==> src/rtl/game_pkg.sv <==
// Shared game-logic definitions: bounce encoding, collision FSM states, screen defaults.
package game_pkg;

  localparam int unsigned COORD_W = 10;
  localparam int unsigned EDGE_W  = 11;
  localparam int unsigned SIZE_W  = 8;
  localparam int unsigned SCORE_W = 4;
  localparam int unsigned CNT_W   = 8;

  localparam int unsigned SCREEN_X_DEF = 640;
  localparam int unsigned SCREEN_Y_DEF = 480;

  // Bounce codes as decoded by the ball FSM
  localparam logic [1:0] BOUNCE_NONE   = 2'b00;
  localparam logic [1:0] BOUNCE_PADDLE = 2'b01;
  localparam logic [1:0] BOUNCE_WALL   = 2'b10;
  localparam logic [1:0] BOUNCE_SCORE  = 2'b11;

  typedef enum logic [1:0] {
    PLAY  = 2'd0,
    HOLD  = 2'd1,
    SERVE = 2'd2,
    OVER  = 2'd3
  } state_t;

endpackage

==> src/rtl/box_overlap.sv <==
// Axis-aligned box overlap test; boxes are half-open [lo, hi) on both axes.
module box_overlap
  import game_pkg::*;
(
  input  logic [EDGE_W-1:0] a_x1,
  input  logic [EDGE_W-1:0] a_x2,
  input  logic [EDGE_W-1:0] a_y1,
  input  logic [EDGE_W-1:0] a_y2,
  input  logic [EDGE_W-1:0] b_x1,
  input  logic [EDGE_W-1:0] b_x2,
  input  logic [EDGE_W-1:0] b_y1,
  input  logic [EDGE_W-1:0] b_y2,
  output logic              hit_c
);

  // Overlap on both axes at once
  always_comb begin
    hit_c = (a_x1 < b_x2) && (a_x2 > b_x1) && (a_y1 < b_y2) && (a_y2 > b_y1);
  end

endmodule

==> src/rtl/ball_collision_unit.sv <==
// Ball collision detection, bounce code generation and score keeping.
module ball_collision_unit
  import game_pkg::*;
#(
  parameter int unsigned SCREEN_X     = SCREEN_X_DEF,
  parameter int unsigned SCREEN_Y     = SCREEN_Y_DEF,
  parameter int unsigned PADDLE_L_X   = 16,
  parameter int unsigned PADDLE_R_X   = 608,
  parameter int unsigned PADDLE_W     = 16,
  parameter int unsigned PADDLE_H     = 80,
  parameter int unsigned HOLD_CYCLES  = 8,
  parameter int unsigned SERVE_CYCLES = 64,
  parameter int unsigned WIN_SCORE    = 9
) (
  input  logic                 clock,
  input  logic                 reset,
  input  logic [COORD_W-1:0]   ball_x,
  input  logic [COORD_W-1:0]   ball_y,
  input  logic [SIZE_W-1:0]    ball_size_x,
  input  logic [SIZE_W-1:0]    ball_size_y,
  input  logic [COORD_W-1:0]   paddle_l_y,
  input  logic [COORD_W-1:0]   paddle_r_y,
  output logic [1:0]           bounce,
  output logic [SCORE_W-1:0]   score_l,
  output logic [SCORE_W-1:0]   score_r,
  output logic                 game_over
);

  localparam logic [EDGE_W-1:0] PAD_L_X1 = EDGE_W'(PADDLE_L_X);
  localparam logic [EDGE_W-1:0] PAD_L_X2 = EDGE_W'(PADDLE_L_X + PADDLE_W);
  localparam logic [EDGE_W-1:0] PAD_R_X1 = EDGE_W'(PADDLE_R_X);
  localparam logic [EDGE_W-1:0] PAD_R_X2 = EDGE_W'(PADDLE_R_X + PADDLE_W);

  state_t               state, state_next;
  logic [CNT_W-1:0]     cnt, cnt_next;
  logic [1:0]           bounce_next;
  logic [SCORE_W-1:0]   score_l_next, score_r_next;
  logic                 game_over_next;

  logic [EDGE_W-1:0]    bx1, bx2, by1, by2;
  logic [EDGE_W-1:0]    pl_y1, pl_y2, pr_y1, pr_y2;
  logic                 goal_l, goal_r, goal_any, wall, pad_l, pad_r;
  logic                 live, win;

  // Ball and paddle box edges, widened so nothing wraps
  always_comb begin
    bx1   = EDGE_W'(ball_x);
    by1   = EDGE_W'(ball_y);
    bx2   = EDGE_W'(ball_x) + EDGE_W'(ball_size_x);
    by2   = EDGE_W'(ball_y) + EDGE_W'(ball_size_y);
    pl_y1 = EDGE_W'(paddle_l_y);
    pl_y2 = EDGE_W'(paddle_l_y) + EDGE_W'(PADDLE_H);
    pr_y1 = EDGE_W'(paddle_r_y);
    pr_y2 = EDGE_W'(paddle_r_y) + EDGE_W'(PADDLE_H);
  end

  box_overlap u_pad_l (
    .a_x1(bx1), .a_x2(bx2), .a_y1(by1), .a_y2(by2),
    .b_x1(PAD_L_X1), .b_x2(PAD_L_X2), .b_y1(pl_y1), .b_y2(pl_y2),
    .hit_c(pad_l)
  );

  box_overlap u_pad_r (
    .a_x1(bx1), .a_x2(bx2), .a_y1(by1), .a_y2(by2),
    .b_x1(PAD_R_X1), .b_x2(PAD_R_X2), .b_y1(pr_y1), .b_y2(pr_y2),
    .hit_c(pad_r)
  );

  // Goal/wall flags; a goal on the left side masks a simultaneous right goal
  always_comb begin
    goal_l   = (ball_x == '0);
    goal_r   = !goal_l && (bx2 >= EDGE_W'(SCREEN_X));
    goal_any = goal_l || goal_r;
    wall     = (ball_y == '0) || (by2 >= EDGE_W'(SCREEN_Y));
    live     = (state == PLAY) || (state == HOLD);
    win      = goal_l ? (score_r == SCORE_W'(WIN_SCORE - 1))
                      : (score_l == SCORE_W'(WIN_SCORE - 1));
  end

  // State, counter and registered outputs
  always_ff @(posedge clock or posedge reset) begin
    if (reset) begin
      state     <= PLAY;
      cnt       <= '0;
      bounce    <= BOUNCE_NONE;
      score_l   <= '0;
      score_r   <= '0;
      game_over <= 1'b0;
    end else begin
      state     <= state_next;
      cnt       <= cnt_next;
      bounce    <= bounce_next;
      score_l   <= score_l_next;
      score_r   <= score_r_next;
      game_over <= game_over_next;
    end
  end

  // Next state and cooldown counter
  always_comb begin
    state_next = state;
    cnt_next   = cnt;
    case (state)
      PLAY, HOLD: begin
        if (goal_any) begin
          state_next = win ? OVER : SERVE;
          cnt_next   = CNT_W'(SERVE_CYCLES);
        end else if (state == PLAY) begin
          if (pad_l || pad_r || wall) begin
            state_next = HOLD;
            cnt_next   = CNT_W'(HOLD_CYCLES);
          end
        end else if (cnt <= CNT_W'(1)) begin
          state_next = PLAY;
          cnt_next   = '0;
        end else begin
          cnt_next = cnt - CNT_W'(1);
        end
      end
      SERVE: begin
        if (cnt <= CNT_W'(1)) begin
          state_next = PLAY;
          cnt_next   = '0;
        end else begin
          cnt_next = cnt - CNT_W'(1);
        end
      end
      OVER:    state_next = OVER;
      default: state_next = PLAY;
    endcase
  end

  // Bounce pulse, score increments and game-over flag
  always_comb begin
    bounce_next    = BOUNCE_NONE;
    score_l_next   = score_l;
    score_r_next   = score_r;
    game_over_next = game_over;
    if (live && goal_any) begin
      bounce_next = BOUNCE_SCORE;
      if (goal_l) begin
        if (score_r < SCORE_W'(WIN_SCORE)) score_r_next = score_r + SCORE_W'(1);
      end else begin
        if (score_l < SCORE_W'(WIN_SCORE)) score_l_next = score_l + SCORE_W'(1);
      end
      if (win) game_over_next = 1'b1;
    end else if (state == PLAY) begin
      if (pad_l || pad_r) bounce_next = BOUNCE_PADDLE;
      else if (wall)      bounce_next = BOUNCE_WALL;
    end
  end

endmodule
==> config.mk <==
export PLATFORM = sky130hd
export DESIGN_NAME = ball_collision_unit
export DESIGN_NICKNAME = d
export VERILOG_FILES = /design/src/rtl/game_pkg.sv /design/src/rtl/box_overlap.sv /design/src/rtl/ball_collision_unit.sv
export SDC_FILE = /design/constraint.sdc
export NUM_CORES = 1
export LEC_CHECK = 0
export CORE_MARGIN = 2
export CORE_UTILIZATION = 55
export CTS_CLUSTER_SIZE = 30
export DETAILED_ROUTE_END_ITERATION = 8
export PLACE_DENSITY = 0.81
export SLEW_MARGIN = 20
export SYNTH_ARGS = -nofsm -noshare
export SYNTH_HDL_FRONTEND = slang
export SYNTH_HIERARCHICAL = 1
export SYNTH_SLANG_ARGS = --single-unit
export TNS_END_PERCENT = 10
==> constraint.sdc <==
create_clock -name clock -period 3.4 [get_ports clock]
set_clock_uncertainty 0.2 [all_clocks]
set_input_delay 0.51 -clock clock [delete_from_list [all_inputs] [get_ports clock]]
set_output_delay 0.51 -clock clock [all_outputs]
set_load 0.05 [all_outputs]
# == Word-level counts from Yosys, hierarchy flattened ==
# Cells that the tools add are included.
# totals
ff_bits,21
in_bits,58
word_cells,72
# classes
n_addsub,7
magnitude_cmp,13
n_eq_ne,6
muxes,16
bitwise,1
n_reduce_logical,23
# op_table
operator,n
two-way mux 8 bit,4
"adder 10 x 7 -> 11 bit, second input constant",2
adder 10 x 8 -> 11 bit,2
greater-than comparator 11 x 10 -> 1 bit,2
< comparator 10 x 11 -> 1 bit,2
logical NOT 10 bit,2
two-way mux 2 bit,8
case mux 8 bit (2 select lines),1
"greater-or-equal comparator 11 x 10 -> 1 bit, second input constant",1
"greater-or-equal comparator 11 x 9 -> 1 bit, second input constant",1
"greater-than comparator 11 x 10 -> 1 bit, second input constant",1
"greater-than comparator 11 x 5 -> 1 bit, second input constant",1
"< comparator 10 bit, second input constant",1
"< comparator 10 x 6 -> 1 bit, second input constant",1
"adder 4 x 1 -> 4 bit, second input constant",2
"equality test 4 bit, second input constant",2
"<= comparator 8 x 1 -> 1 bit, second input constant",1
logical AND 1 bit,8
"< comparator 4 bit, second input constant",2
"subtractor 8 x 1 -> 8 bit, second input constant",1
case mux 2 bit (3 select lines),1
AND reduction 3 bit,2
logical OR 1 bit,5
"equality test 2 bit, second input constant",2
other kinds (9),11

# == Logic depth before layout (Yosys ltp) ==
# logic_depth
depth_word,11
ltp_mapped,18
mapped_depth_nobuf,18

# == Hierarchy ==
# Netlist, hierarchy kept.
# modules_own_cells
module,n_inst,cells_per_inst,area_per_inst_um2,seq_area_each_um2
ball_collision_unit,1,281,2407.3,525.5
box_overlap,2,143,1037.2,0.0

# == Least setup slack after synthesis ==
# Ideal clock, no wire load.
# synth_path
path_type,input to register
from,input port ball_x[7]
to,register cnt[6]
setup_ns,0.121
arrival_ns,3.767
path_slack_ns,-0.688
stages,14
path_buffers,1
cell_sequence,ha_1 > buf_6 > a2111o_1 > o21a_1 > xnor2_1 > ha_1 > a21o_1 > a21o_1 > a21oi_1 > o21ai_0 > and4_1 > nor4_1 > a41oi_4 > a22o_1
# synth_between
elab_chain_len,9
word_cells_on_any_way,22
cone_classes,add/sub (1); order compare (5); eq/ne (1); mux (2); reduce/logical (13)
# synth_rtl
item,line,rtl
"start, declared",ball_collision_unit.sv:17,"input logic [COORD_W-1:0] ball_x,"
adder 10 x 8 -> 11 bit,ball_collision_unit.sv:49,bx2 = EDGE_W'(ball_x) + EDGE_W'(ball_size_x);
via bx2[8],ball_collision_unit.sv:40,"logic [EDGE_W-1:0] bx1, bx2, by1, by2;"
greater-than comparator 11 x 10 -> 1 bit,box_overlap.sv:18,hit_c = (a_x1 < b_x2) && (a_x2 > b_x1) && (a_y1 < b_y2) && (a_y2 > b_y1);
logical AND 1 bit (3 in a row),box_overlap.sv:18,
via pad_r,ball_collision_unit.sv:42,"logic goal_l, goal_r, goal_any, wall, pad_l, pad_r;"
logical OR 1 bit (2 in a row),ball_collision_unit.sv:109,if (pad_l || pad_r || wall) begin
!= test 4 bit (no source line),-,
AND reduction 2 bit (no source line),-,
"end signal, assigned",ball_collision_unit.sv:91,cnt <= cnt_next;
"end, declared",ball_collision_unit.sv:35,"logic [CNT_W-1:0] cnt, cnt_next;"
# The timed path passes the listed nets, and every way through them passes these cells.
# A chain may end at the register's enable or synchronous reset.

# == Worst setup path in the final report ==
# layout_path
from,input port ball_y[0]
to,register cnt[3]
# layout_between
elab_chain_len,7
word_cells_on_any_way,16
cone_classes,add/sub (1); order compare (5); eq/ne (1); reduce/logical (9)
# layout_rtl
item,line,rtl
"start, declared",ball_collision_unit.sv:18,"input logic [COORD_W-1:0] ball_y,"
adder 10 x 8 -> 11 bit,ball_collision_unit.sv:50,by2 = EDGE_W'(ball_y) + EDGE_W'(ball_size_y);
via by2[6],ball_collision_unit.sv:40,
greater-than comparator 11 x 10 -> 1 bit,box_overlap.sv:18,
logical AND 1 bit,box_overlap.sv:18,
via pad_l,ball_collision_unit.sv:42,
logical OR 1 bit (2 in a row),ball_collision_unit.sv:109,
!= test 4 bit (no source line),-,
AND reduction 2 bit (no source line),-,
# The timed path passes the listed nets, and every way through them passes these cells.

==> impl_metrics.tcl <==
set metrics [dict create \
    slew_violations 0 \
    dp_hpwl_um 10950 \
    fmax_ghz 0.2497 \
    port_buffers 68 \
    row_count 32 \
    yosysSeqAreaShare 0.1173 \
    wl_met1_um 6348 \
    place_congestion 0.9070 \
    topRoutingLayerUsed "met4" \
    antennaDiodeCount 0 \
    grt_pass1_vias 4967 \
    root_buffer "clkbuf_8" \
    reg2reg_slack_ps 940 \
    violations "setup timing" \
    cts.clk_slew.worst_paths_ps 70 \
    clk_latency_ps 260 \
    dp_slack_ps -1197 \
    timing.final.ws_setup_ps -605.0 \
    critPathMaxFanout 4 \
    layout_common_cells "buf_4 (106), inv_1 (104), ha_1 (86)" \
    setup_violations 10 \
    drc 0 \
    ir_drop_mv 0.5055 \
    dr_wl_met2_um 8290 \
    htree_levels 1 \
    syn_area_per_cell_um2 7.904 \
    worst-slew-pin-transition_ps 817.1 \
    layout_min_cycle_time_ps 4005 \
    cts_tree "done" \
    cts_made_buffers 3 \
    die_w_um 94.27 \
    place_inst 866 \
    rsz0062_at_grt "true" \
    worstPathCellList "buf_6, ha_4, inv_2, fa_2, nor2b_4, o31ai_2, a21oi_2, xor2_2, buf_4, buf_4, ha_4, nand4_1, a21oi_1, nor3_1, o21ai_1, and4_4, nor4_4, buf_4, a41oi_4, o21ai_2, a22o_1" \
    overflow 0 \
    timing_hold_violations_final 0 \
    p_leak_nw 3.498 \
    status "finished with violations" \
    grt_max_degree 22 \
    synthFlopType "dfrtp_1" \
    wirelength_um 16310 \
    ys_ff_latch 21 \
    required_ps 3350 \
    crit_path_end "cnt[3]" \
    stdcell_count 895 \
    cts_hold_buf 0 \
    synth-async-reset-ratio 1.000 \
    critPathKind "input pin to flip-flop" \
    max_cap_viol_count 0 \
    synth_edf_count 0 \
    slew_headroom 0.4547 \
    r2r-end "cnt[2]" \
    wl_met3_um 953 \
    worstPathArrival_ps 3960 \
    tns_ps -4908 \
    total_power_mw 2.447 \
    setup.worst_path.start "ball_y[0]" \
    dr.pass1.iters 7 \
    cpPeakStageDelay_ps 370 \
    core-area_mm2 0.007807 \
    vias 5249 \
    drive_gt1_frac 0.2888 \
    powerDensity_mw_per_mm2 356.0 \
    netlist_area_mm2 0.004482 \
    cts.sinks 21 \
    drt_first_iter_violations 475 \
    grt_pass1_wl_um 21610 \
    io_pins 69 \
    ff2ff_path_depth 7 \
    r2r-start "cnt[4]" \
    yosys_warnings 6 \
    antenna_found_initial 0 \
    dieArea_mm2 0.008887 \
    endpoint_kind "flip-flop" \
    synth_cell_types 66 \
    crit_top_cell "buf_4" \
    crit_path_start_kind "input pin" \
    die_y_um 94.27 \
    fin_crit_sh 1.178 \
    final.fill_count 371 \
    via_per_inst 5.865 \
    grt.total_usage 0.2989 \
    syn_inst 567 \
    nets 962 \
    final_util 0.8803 \
    hold_class "flip-flop to flip-flop" \
    clk_path_buf_depth 2 \
    start_util 0.5740 \
    slowest_stage "fa_2" \
    layout_commonest_cell "buf_4" \
    wire_per_inst_um 18.22 \
    ant_nets 0 \
    syn_to_final_growth_pct 53.35 \
]
-- state kept, by name, summed over array words and instances (netlist names) --
signal	cells
bounce	2
state	2
cnt	8
game_over	1
score_l	4
score_r	4
-- kinds of logic after synthesis --
kind of cell,Yosys count,synth area share
flops,21,0.1173
other cells,2,0.001676
fa+ha+maj,110,0.3104
buf+inv,113,0.1044
mux,7,0.01675
compound gates,153,0.2423
xor+xnor,24,0.04690
simple gates,137,0.1602
-- metrics by stage --
step                      area, um2  hold WS [ps]
after floorplan                4723         257.1
after global placement         6111         244.1
after detailed placement       6111         267.6
after CTS                      6255         284.7
after global routing           6873         309.0
final                          6873         284.2
-- critical path: cells and delay by family --
kind            cells  cell delay, ps
buf+inv             5             570
fa+ha+maj           3             780
simple gates        5             730
compound gates      7            1240
xor+xnor            1             100
-- what timing repair did --
action	in CTS	in global routing
setup endpoints to repair	12	17
gates resized for setup	28	135
hold endpoints to repair	0	0
pin swaps	30	75
setup buffers	5	21
gates cloned	1	0
-- synth_stat cells (3+ instances only) --
cell        n  share of area
nor2_1     33          0.028
o21ai_0    35          0.039
nand4_1    14          0.020
inv_1     109          0.091
xor2_1      3         0.0059
nand3_1     7         0.0078
nor3b_1     3         0.0050
xnor2_1    21          0.041
mux2_2      4          0.010
nor4_1      8          0.011
a211oi_1   10          0.017
a21o_1     17          0.028
nor3_1     11          0.012
or3_1       3         0.0042
o22ai_1     7         0.0098
nand3b_1    4         0.0067
dfrtp_1    21           0.12
nand2_1    28          0.023
o21a_1     11          0.018
ha_1      108           0.30
o31ai_1     3         0.0050
mux2i_1     3         0.0067
a21oi_1    38          0.042
nand2b_1    9          0.013
and4_1      3         0.0059
-- area by class of cell --
type	count	area [um2]	area share
clock buffer	4	45.04	0.006554
timing repair buffer	177	1524	0.2217
tap	102	127.6	0.01857
inverter	109	409.1	0.05953
sequential	21	525.5	0.07646
multi-input combinational	482	4242	0.6171
-- how the worst min path moves through the flow --
stage              start        end  slack [ps]  depth (start not counted)
6_report       game_over  game_over         280                          1
5_1_grt        game_over  game_over         310                          1
4_1_cts        game_over  game_over         280                          1
3_5_place_dp   game_over  game_over         270                          1
3_3_place_gp   game_over  game_over         240                          1
2_1_floorplan     cnt[5]     cnt[5]         260                          1
-- report_power, final --
part	total [mW]	internal [mW]	switching (mW)
logic	1.83	0.848	0.986
registers	0.452	0.337	0.115
clock network	0.162	0.0834	0.0786
-- metal layers --
layer	GRT usage	up-vias
li1	-	2422
met1	0.3415	2499
met2	0.5815	261
met3	0.03371	67
met4	0.07609	0
met5	0	-
Note: power is estimated with default switching activity, not from simulation.
